### config.mk
export PLATFORM = sky130hd
export DESIGN_NAME = beta_imem_arbiter
export DESIGN_NICKNAME = d
export VERILOG_FILES = /design/src/rtl/beta_imem_arb_pkg.sv /design/src/rtl/beta_rr_picker.sv /design/src/rtl/beta_imem_arbiter.sv
export SDC_FILE = /design/constraint.sdc
export NUM_CORES = 1
export LEC_CHECK = 0
export CORE_MARGIN = 2
export CORE_UTILIZATION = 35
export CTS_CLUSTER_SIZE = 12
export DETAILED_ROUTE_END_ITERATION = 10
export GPL_ROUTABILITY_DRIVEN = 0
export PLACE_DENSITY = 0.84
export RECOVER_POWER = 25
export SKIP_CTS_REPAIR_TIMING = 1
export SYNTH_ARGS = -nofsm -noshare
export SYNTH_HDL_FRONTEND = slang
export SYNTH_HIERARCHICAL = 1
export SYNTH_SLANG_ARGS = --single-unit
### constraint.sdc
create_clock -name clk_i -period 4.4 [get_ports clk_i]
set_clock_uncertainty 0.15 [all_clocks]
set_input_delay 0.66 -clock clk_i [delete_from_list [all_inputs] [get_ports clk_i]]
set_output_delay 0.66 -clock clk_i [all_outputs]
set_load 0.05 [all_outputs]
### src/rtl/beta_imem_arb_pkg.sv
// Shared types for the instruction-memory arbiter.
//   ARB_FSM_BSIZE : width of the arbiter FSM state encoding
//   arb_fsm_e     : ARB_IDLE (no transaction), ARB_WRDY (waiting for imem
//                   accept), ARB_WVLD (waiting for imem data)
package beta_imem_arb_pkg;

    localparam int ARB_FSM_BSIZE = 2;

    typedef enum logic [ARB_FSM_BSIZE-1:0] {
        ARB_IDLE = 2'd0,
        ARB_WRDY = 2'd1,
        ARB_WVLD = 2'd2
    } arb_fsm_e;

endpackage

### src/rtl/beta_rr_picker.sv
// Combinational round-robin picker.
//   req_i        : request vector, one bit per requester
//   last_grant_i : index granted last; search starts one above it and wraps
//   winner_o     : index of the first requester found (0 when none)
//   any_o        : at least one request is pending
module beta_rr_picker #(
    parameter  int NumReq = 2,
    localparam int IdxW   = $clog2(NumReq)
) (
    input  logic [NumReq-1:0] req_i,
    input  logic [IdxW-1:0]   last_grant_i,
    output logic [IdxW-1:0]   winner_o,
    output logic              any_o
);

    // NOTE: every output gets a default before the loop so no path leaves a
    // value unassigned, which would otherwise infer a latch.
    always_comb begin
        winner_o = '0;
        any_o    = 1'b0;
        // Offsets 1..NumReq visit every index once, ending on last_grant
        // itself so a lone repeat requester is still served.
        for (int off = 1; off <= NumReq; off++) begin
            if (!any_o && req_i[(int'(last_grant_i) + off) % NumReq]) begin
                any_o    = 1'b1;
                winner_o = IdxW'((int'(last_grant_i) + off) % NumReq);
            end
        end
    end

endmodule

### src/rtl/beta_imem_arbiter.sv
// Shares one instruction-memory port between NumReq requesters using
// round-robin arbitration, one outstanding transaction at a time.
//   clk_i, rstn_i          : clock, synchronous active-low reset
//   req_i / req_addr_i     : per-requester request and packed address
//   req_flush_i            : drop the pending response of that requester
//   req_ready_o            : request accepted by memory (1-cycle pulse)
//   req_rvalid_o           : response valid (1-cycle pulse, grantee only)
//   req_rdata_o            : response data, broadcast
//   mem_req_o / mem_addr_o : request towards imem
//   mem_ready_i            : imem accepted the request
//   mem_valid_i/mem_rdata_i: imem response (valid exactly one cycle)
//   arb_busy_o             : a transaction is in flight
//   arb_grant_o            : current/last granted requester
module beta_imem_arbiter
    import beta_imem_arb_pkg::*;
#(
    parameter  int DataWidth = 32,
    parameter  int AddrWidth = 32,
    parameter  int NumReq    = 2,
    localparam int IdxW      = $clog2(NumReq)
) (
    input  logic                        clk_i,
    input  logic                        rstn_i,
    input  logic [NumReq-1:0]           req_i,
    input  logic [NumReq*AddrWidth-1:0] req_addr_i,
    input  logic [NumReq-1:0]           req_flush_i,
    output logic [NumReq-1:0]           req_ready_o,
    output logic [NumReq-1:0]           req_rvalid_o,
    output logic [DataWidth-1:0]        req_rdata_o,
    output logic                        mem_req_o,
    output logic [AddrWidth-1:0]        mem_addr_o,
    input  logic                        mem_ready_i,
    input  logic                        mem_valid_i,
    input  logic [DataWidth-1:0]        mem_rdata_i,
    output logic                        arb_busy_o,
    output logic [IdxW-1:0]             arb_grant_o
);

    arb_fsm_e             state_q, state_d;
    logic                 mem_req_q, mem_req_d;
    logic [AddrWidth-1:0] addr_q, addr_d;
    logic [IdxW-1:0]      grant_q, grant_d;
    logic [IdxW-1:0]      last_grant_q, last_grant_d;
    logic                 flush_pend_q, flush_pend_d;

    logic [IdxW-1:0]      pick_idx;
    logic                 pick_any;

    beta_rr_picker #(
        .NumReq (NumReq)
    ) u_picker (
        .req_i        (req_i),
        .last_grant_i (last_grant_q),
        .winner_o     (pick_idx),
        .any_o        (pick_any)
    );

    always_comb begin
        state_d      = state_q;
        mem_req_d    = mem_req_q;
        addr_d       = addr_q;
        grant_d      = grant_q;
        last_grant_d = last_grant_q;
        flush_pend_d = flush_pend_q;
        req_ready_o  = '0;
        req_rvalid_o = '0;

        case (state_q)
            ARB_IDLE: begin
                if (pick_any) begin
                    grant_d      = pick_idx;
                    addr_d       = req_addr_i[pick_idx*AddrWidth +: AddrWidth];
                    mem_req_d    = 1'b1;
                    flush_pend_d = 1'b0;
                    state_d      = ARB_WRDY;
                end
            end
            ARB_WRDY: begin
                if (req_flush_i[grant_q]) flush_pend_d = 1'b1;
                if (mem_ready_i) begin
                    req_ready_o[grant_q] = 1'b1;
                    mem_req_d            = 1'b0;
                    state_d              = ARB_WVLD;
                end
            end
            ARB_WVLD: begin
                if (req_flush_i[grant_q]) flush_pend_d = 1'b1;
                if (mem_valid_i) begin
                    // A flush arriving in the same cycle as the data still
                    // suppresses it; the memory response is consumed either way.
                    req_rvalid_o[grant_q] = ~(flush_pend_q | req_flush_i[grant_q]);
                    last_grant_d          = grant_q;
                    state_d               = ARB_IDLE;
                end
            end
            default: begin
                state_d   = ARB_IDLE;
                mem_req_d = 1'b0;
            end
        endcase
    end

    // NOTE: state registers use non-blocking assignments so every flop samples
    // the pre-edge values regardless of statement order.
    always_ff @(posedge clk_i) begin
        if (!rstn_i) begin
            state_q      <= ARB_IDLE;
            mem_req_q    <= 1'b0;
            addr_q       <= '0;
            grant_q      <= '0;
            last_grant_q <= IdxW'(NumReq - 1);
            flush_pend_q <= 1'b0;
        end else begin
            state_q      <= state_d;
            mem_req_q    <= mem_req_d;
            addr_q       <= addr_d;
            grant_q      <= grant_d;
            last_grant_q <= last_grant_d;
            flush_pend_q <= flush_pend_d;
        end
    end

    assign mem_req_o   = mem_req_q;
    assign mem_addr_o  = addr_q;
    assign arb_busy_o  = (state_q != ARB_IDLE);
    assign arb_grant_o = grant_q;
    assign req_rdata_o = mem_rdata_i;

endmodule

After elaboration in Yosys (flattened, before gate mapping)
Index checks and enable logic that the tools add are counted.
{"block": "word_totals", "wordCells": 65, "out_inout_bits": 71, "ff_bits": 38}
{"block": "classes", "n_bitwise": 6, "shifts": 1, "eq_ne": 6, "n_reduce_logical": 12, "n_lt_le_gt_ge": 4, "mux": 28, "addsub": 2}
{"operator": "$shiftx A64 B7 Y32", "n": 1}
{"operator": "$mux W1", "n": 17}
{"operator": "$mux W2", "n": 7}
{"operator": "$reduce_and A3 Y1", "n": 3}
{"operator": "$lt A2 B3 Y1 const B", "n": 2}
{"operator": "$ne A2 B2 Y1 const B", "n": 3}
{"operator": "$pmux W2 S3", "n": 1}
{"operator": "$reduce_and A2 Y1", "n": 2}
{"operator": "$reduce_bool A2 Y1", "n": 2}
{"operator": "$pmux W1 S3", "n": 1}
{"operator": "$add A1 B1 Y1 const B", "n": 2}
{"operator": "$and A1 B1 Y1 const A", "n": 2}
{"operator": "$and A2 B2 Y2", "n": 1}
{"operator": "$eq A2 B1 Y1 const B", "n": 1}
{"operator": "$eq A2 B2 Y1 const B", "n": 1}
{"operator": "$logic_and A1 B1 Y1", "n": 2}
{"operator": "$logic_not A2 Y1", "n": 1}
{"operator": "$lt A1 B2 Y1 const B", "n": 1}
{"operator": "$ne A2 B1 Y1 const B", "n": 1}
{"operator": "$not A1 Y1", "n": 2}
{"operator": "$pmux W1 S2", "n": 1}
{"operator": "$reduce_or A2 Y1", "n": 1}
{"operator": "$demux W1 S1", "n": 1}
{"operator": "$ge A1 B1 Y1 const B", "n": 1}
{"operator": "2 further kinds", "n": 2}

Depth between registers and ports, before layout
{"block": "logic_depth", "depth_word": 11, "depth_mapped": 7}

By module
Netlist, hierarchy kept.
{"module": "beta_imem_arbiter", "area_each_um2": 2035.7, "cells_each": 219, "n_inst": 1}
{"module": "beta_rr_picker", "area_each_um2": 13.8, "cells_each": 2, "n_inst": 1}

Worst setup path before layout
No wires, ideal clock.
{"block": "synth_timing", "kind": "input to output", "from": "input port mem_valid_i", "to": "output port req_rvalid_o[0]", "stages": 2, "n_path_buf": 0, "setup_slack_ns": 1.215, "arrival_time_ns": 2.375, "path_cell_list": "nand2b_1 nor4b_1"}
{"block": "synth_between", "elab_chain_cells": 2}
{"element": "from (decl)", "line_no": "beta_imem_arbiter.sv:33", "text": "input logic mem_valid_i,"}
{"element": "$mux W2", "line_no": "beta_imem_arbiter.sv:88", "text": "if (mem_valid_i) begin"}
{"element": "$mux W2", "line_no": "beta_imem_arbiter.sv:68", "text": "case (state_q)"}
{"element": "to (decl)", "line_no": "beta_imem_arbiter.sv:28", "text": "output logic [NumReq-1:0] req_rvalid_o,"}
No other way between the ends.

Worst setup path after layout
Same ends and word-level chain as after synthesis.

==> key figures <==
Outcome
  – Status: completed

Place
  – Detailed Place HPWL: 3627 um
  – PortBufs: 110
  – Placed cell area: between 0.002 and 0.003 mm^2

CTS
  – Worst-skew pair later-pin latency: approximately 0.27 ns
  – TritonCTS clock tree: done
  – Root Driver: clkbuf_8
  – H-tree levels: 2
  – CTS Sinks: 38
  – CTS Buf Count: 5
  – Clock buffer depth: 2
  – CTS clk-pin slew, worst paths: about 0.070 ns

Pwr
  – Leakage power: between 1 and 1.5 nW
  – Worst IR drop on VDD: between 0.4 and 0.5 mV
  – Power Density: 615.2 mW/mm^2
  – Total power: approximately 1.9 mW

Synthesis
  – Synthesized area per cell: 9.274 um^2
  – Sequential-to-total area share from yosys stat: between 30% and 40%
  – Mapped Area: a little over 0.002 mm^2
  – Ys flop type: dfxtp_1
  – Mapped Nets: between 300 and 400
  – Area share of the largest cell type after synthesis: roughly 37%
  – Mapped Cells: between 200 and 250
  – Register bit total from synthesis: 38
  – Post-synth EDFFs: 0
  – Largest cells by area after synthesis: dfxtp_1 37%, mux2i_1 18%, buf_4 13%
  – Cell taking the most area after synthesis: dfxtp_1
  – Unique masters post-synth: 28
  – Synth warn: 6
  – Post-synth ARST share: 0%

Final layout
  – Fin nets: between 400 and 500
  – Fill count: between 500 and 600
  – Area delta synth->final: 48.11%
  – Post-layout util: 54.46%
  – Most frequent cells in the layout: 109 x clkdlybuf4s50_1, 38 x dfxtp_1, 36 x mux2i_1
  – Most common cell after layout, fill and taps aside: clkdlybuf4s50_1
  – Final Instance Area: ~0.003 mm^2
  – Share of layout cells above drive strength 1: around 4.8%
  – Antenna Diode Count: 0

STA
  – Unrepaired setup endpoints after global routing: no
  – Fin. Hold Viols: 0
  – Relative slew slack: 27.48%
  – Min cycle time layout: between 3 and 4 ns
  – Worst-margin pin slew: 1.088 ns
  – Final Max Tran Viols: 0
  – FMAX: 297.8 MHz
  – Setup TNS: 0 ns
  – WHS: 0.3460 ns
  – Crit share post-route: roughly three quarters
  – Final setup violating endpoints: 0

Job
  – Max-cap violations: 0

Setup path
  – CP endpoint kind: output pin
  – Slowest stage delay, CP: 0.87 ns
  – Worst Setup Start Kind: primary input
  – R2R cell count: 5
  – Critical Setup Path Class: in -> out
  – CP arrival: between 2 and 3 ns
  – CP max FO: 4
  – CP cell instances: dlygate4sd3_1, nand2b_1, nor4b_1, clkdlybuf4s50_1
  – Required @ worst endpoint: ~3.6 ns
  – Critical path's slowest cell: clkdlybuf4s50_1

Die
  – Core area: around 0.0056 mm^2
  – Die width: roughly 80 um
  – Initial core utilization: approximately 37%
  – I/O pin count: 175
  – Cell row count: 27
  – Die footprint: ~0.0065 mm^2
  – Die Y: roughly 81 um

Global route
  – Global-route wire length before repair: between 7000 and 8000 um
  – Grt total ovfl: 0
  – Vias in the first global route: between 1.5k and 2k
  – Initial antenna violation count: 0
  – Largest net degree at the start of global routing: 66
  – GRT Overall Usage: 14.33%

Min path
  – Hold path depth: 2
  – Worst min-delay path class: reg -> reg

Route
  – Drt total wl: 4759 um
  – DRT iter0 DRCs: 33
  – Vias/cell: approximately 4.8
  – Avg WL per Cell: around 13 um
  – DR vias: 1741
  – DRC Markers: 0
  – DRT antenna net count: 0
  – DR pass1 iterations: 4
## logic make-up after synthesis
kind of cell	synth area share, %
buffers and inverters	17.28
adders and majority gates	2.442
DFF	37.12
AOI/OAI and AO/OA	13.86
and+or+nand+nor	11.17
muxes	18.13
## area by class of cell
class                   count  area, um^2  area share, %
multi-input cells         131       947.2          31.20
clock buffers               7       76.32          2.514
repair buffers            111        1109          36.52
flip-flops and latches     38       760.7          25.06
well taps                  72       90.09          2.968
clock inverters             1       30.03         0.9893
inverters                   6       22.52         0.7420
## sequential cells by signal, summed over array words and instances, names as in the netlist
signal / cells
mem_addr_o: 32
last_grant_q: 1
arb_grant_o: 1
mem_req_o: 1
flush_pend_q: 1
state_q: 2
## synth_stat cells (all sizes together), types with 2 or more instances
cell / instances
a211oi: 33
buf: 42
clkbuf: 4
dfxtp: 38
ha: 4
inv: 5
mux2i: 36
nand2: 8
nand3: 2
nor2: 34
nor3: 2
## worst max-delay path, delay by kind of cell
kind                   cells  cell delay (ns)
buffers and inverters      2             1.47
and+or+nand+nor            2             0.42
## metal layers
layer	share of wire [%]	vias up	global-route usage, %
met4	1.5	0	4.746
met3	9.5	14	5.730
li1	-	881	-
met5	0	-	0
met1	39	767	14.44
met2	50	79	26.58
## stage by stage
step	setup slack, ns	cells
3_3_place_gp	1.199	358
3_5_place_dp	1.116	358
5_1_grt	0.9359	366
4_1_cts	1.095	366
2_1_floorplan	1.215	221
6_report	1.042	366
## path summary, 6_finish.rpt
| path | start | end | slack (ns) |
|---|---|---|---|
| worst min-delay path | mem_addr_o[17] | mem_addr_o[17] | 0.35 |
| worst max register to register | state_q[0] | mem_addr_o[9] | 2.15 |
| worst min register to register | mem_addr_o[17] | mem_addr_o[17] | 0.35 |
| worst max-delay path | mem_valid_i | req_rvalid_o[0] | 1.04 |
## power by group
group	total [mW]	leakage [nW]	switching, mW	internal, mW
combinational	1.06	0.807	0.673	0.384
sequential	0.528	0.316	0.0636	0.465
clock	0.282	0.0524	0.113	0.170
total	1.87	1.18	0.849	1.02
Power figures use the tool's default switching activity.
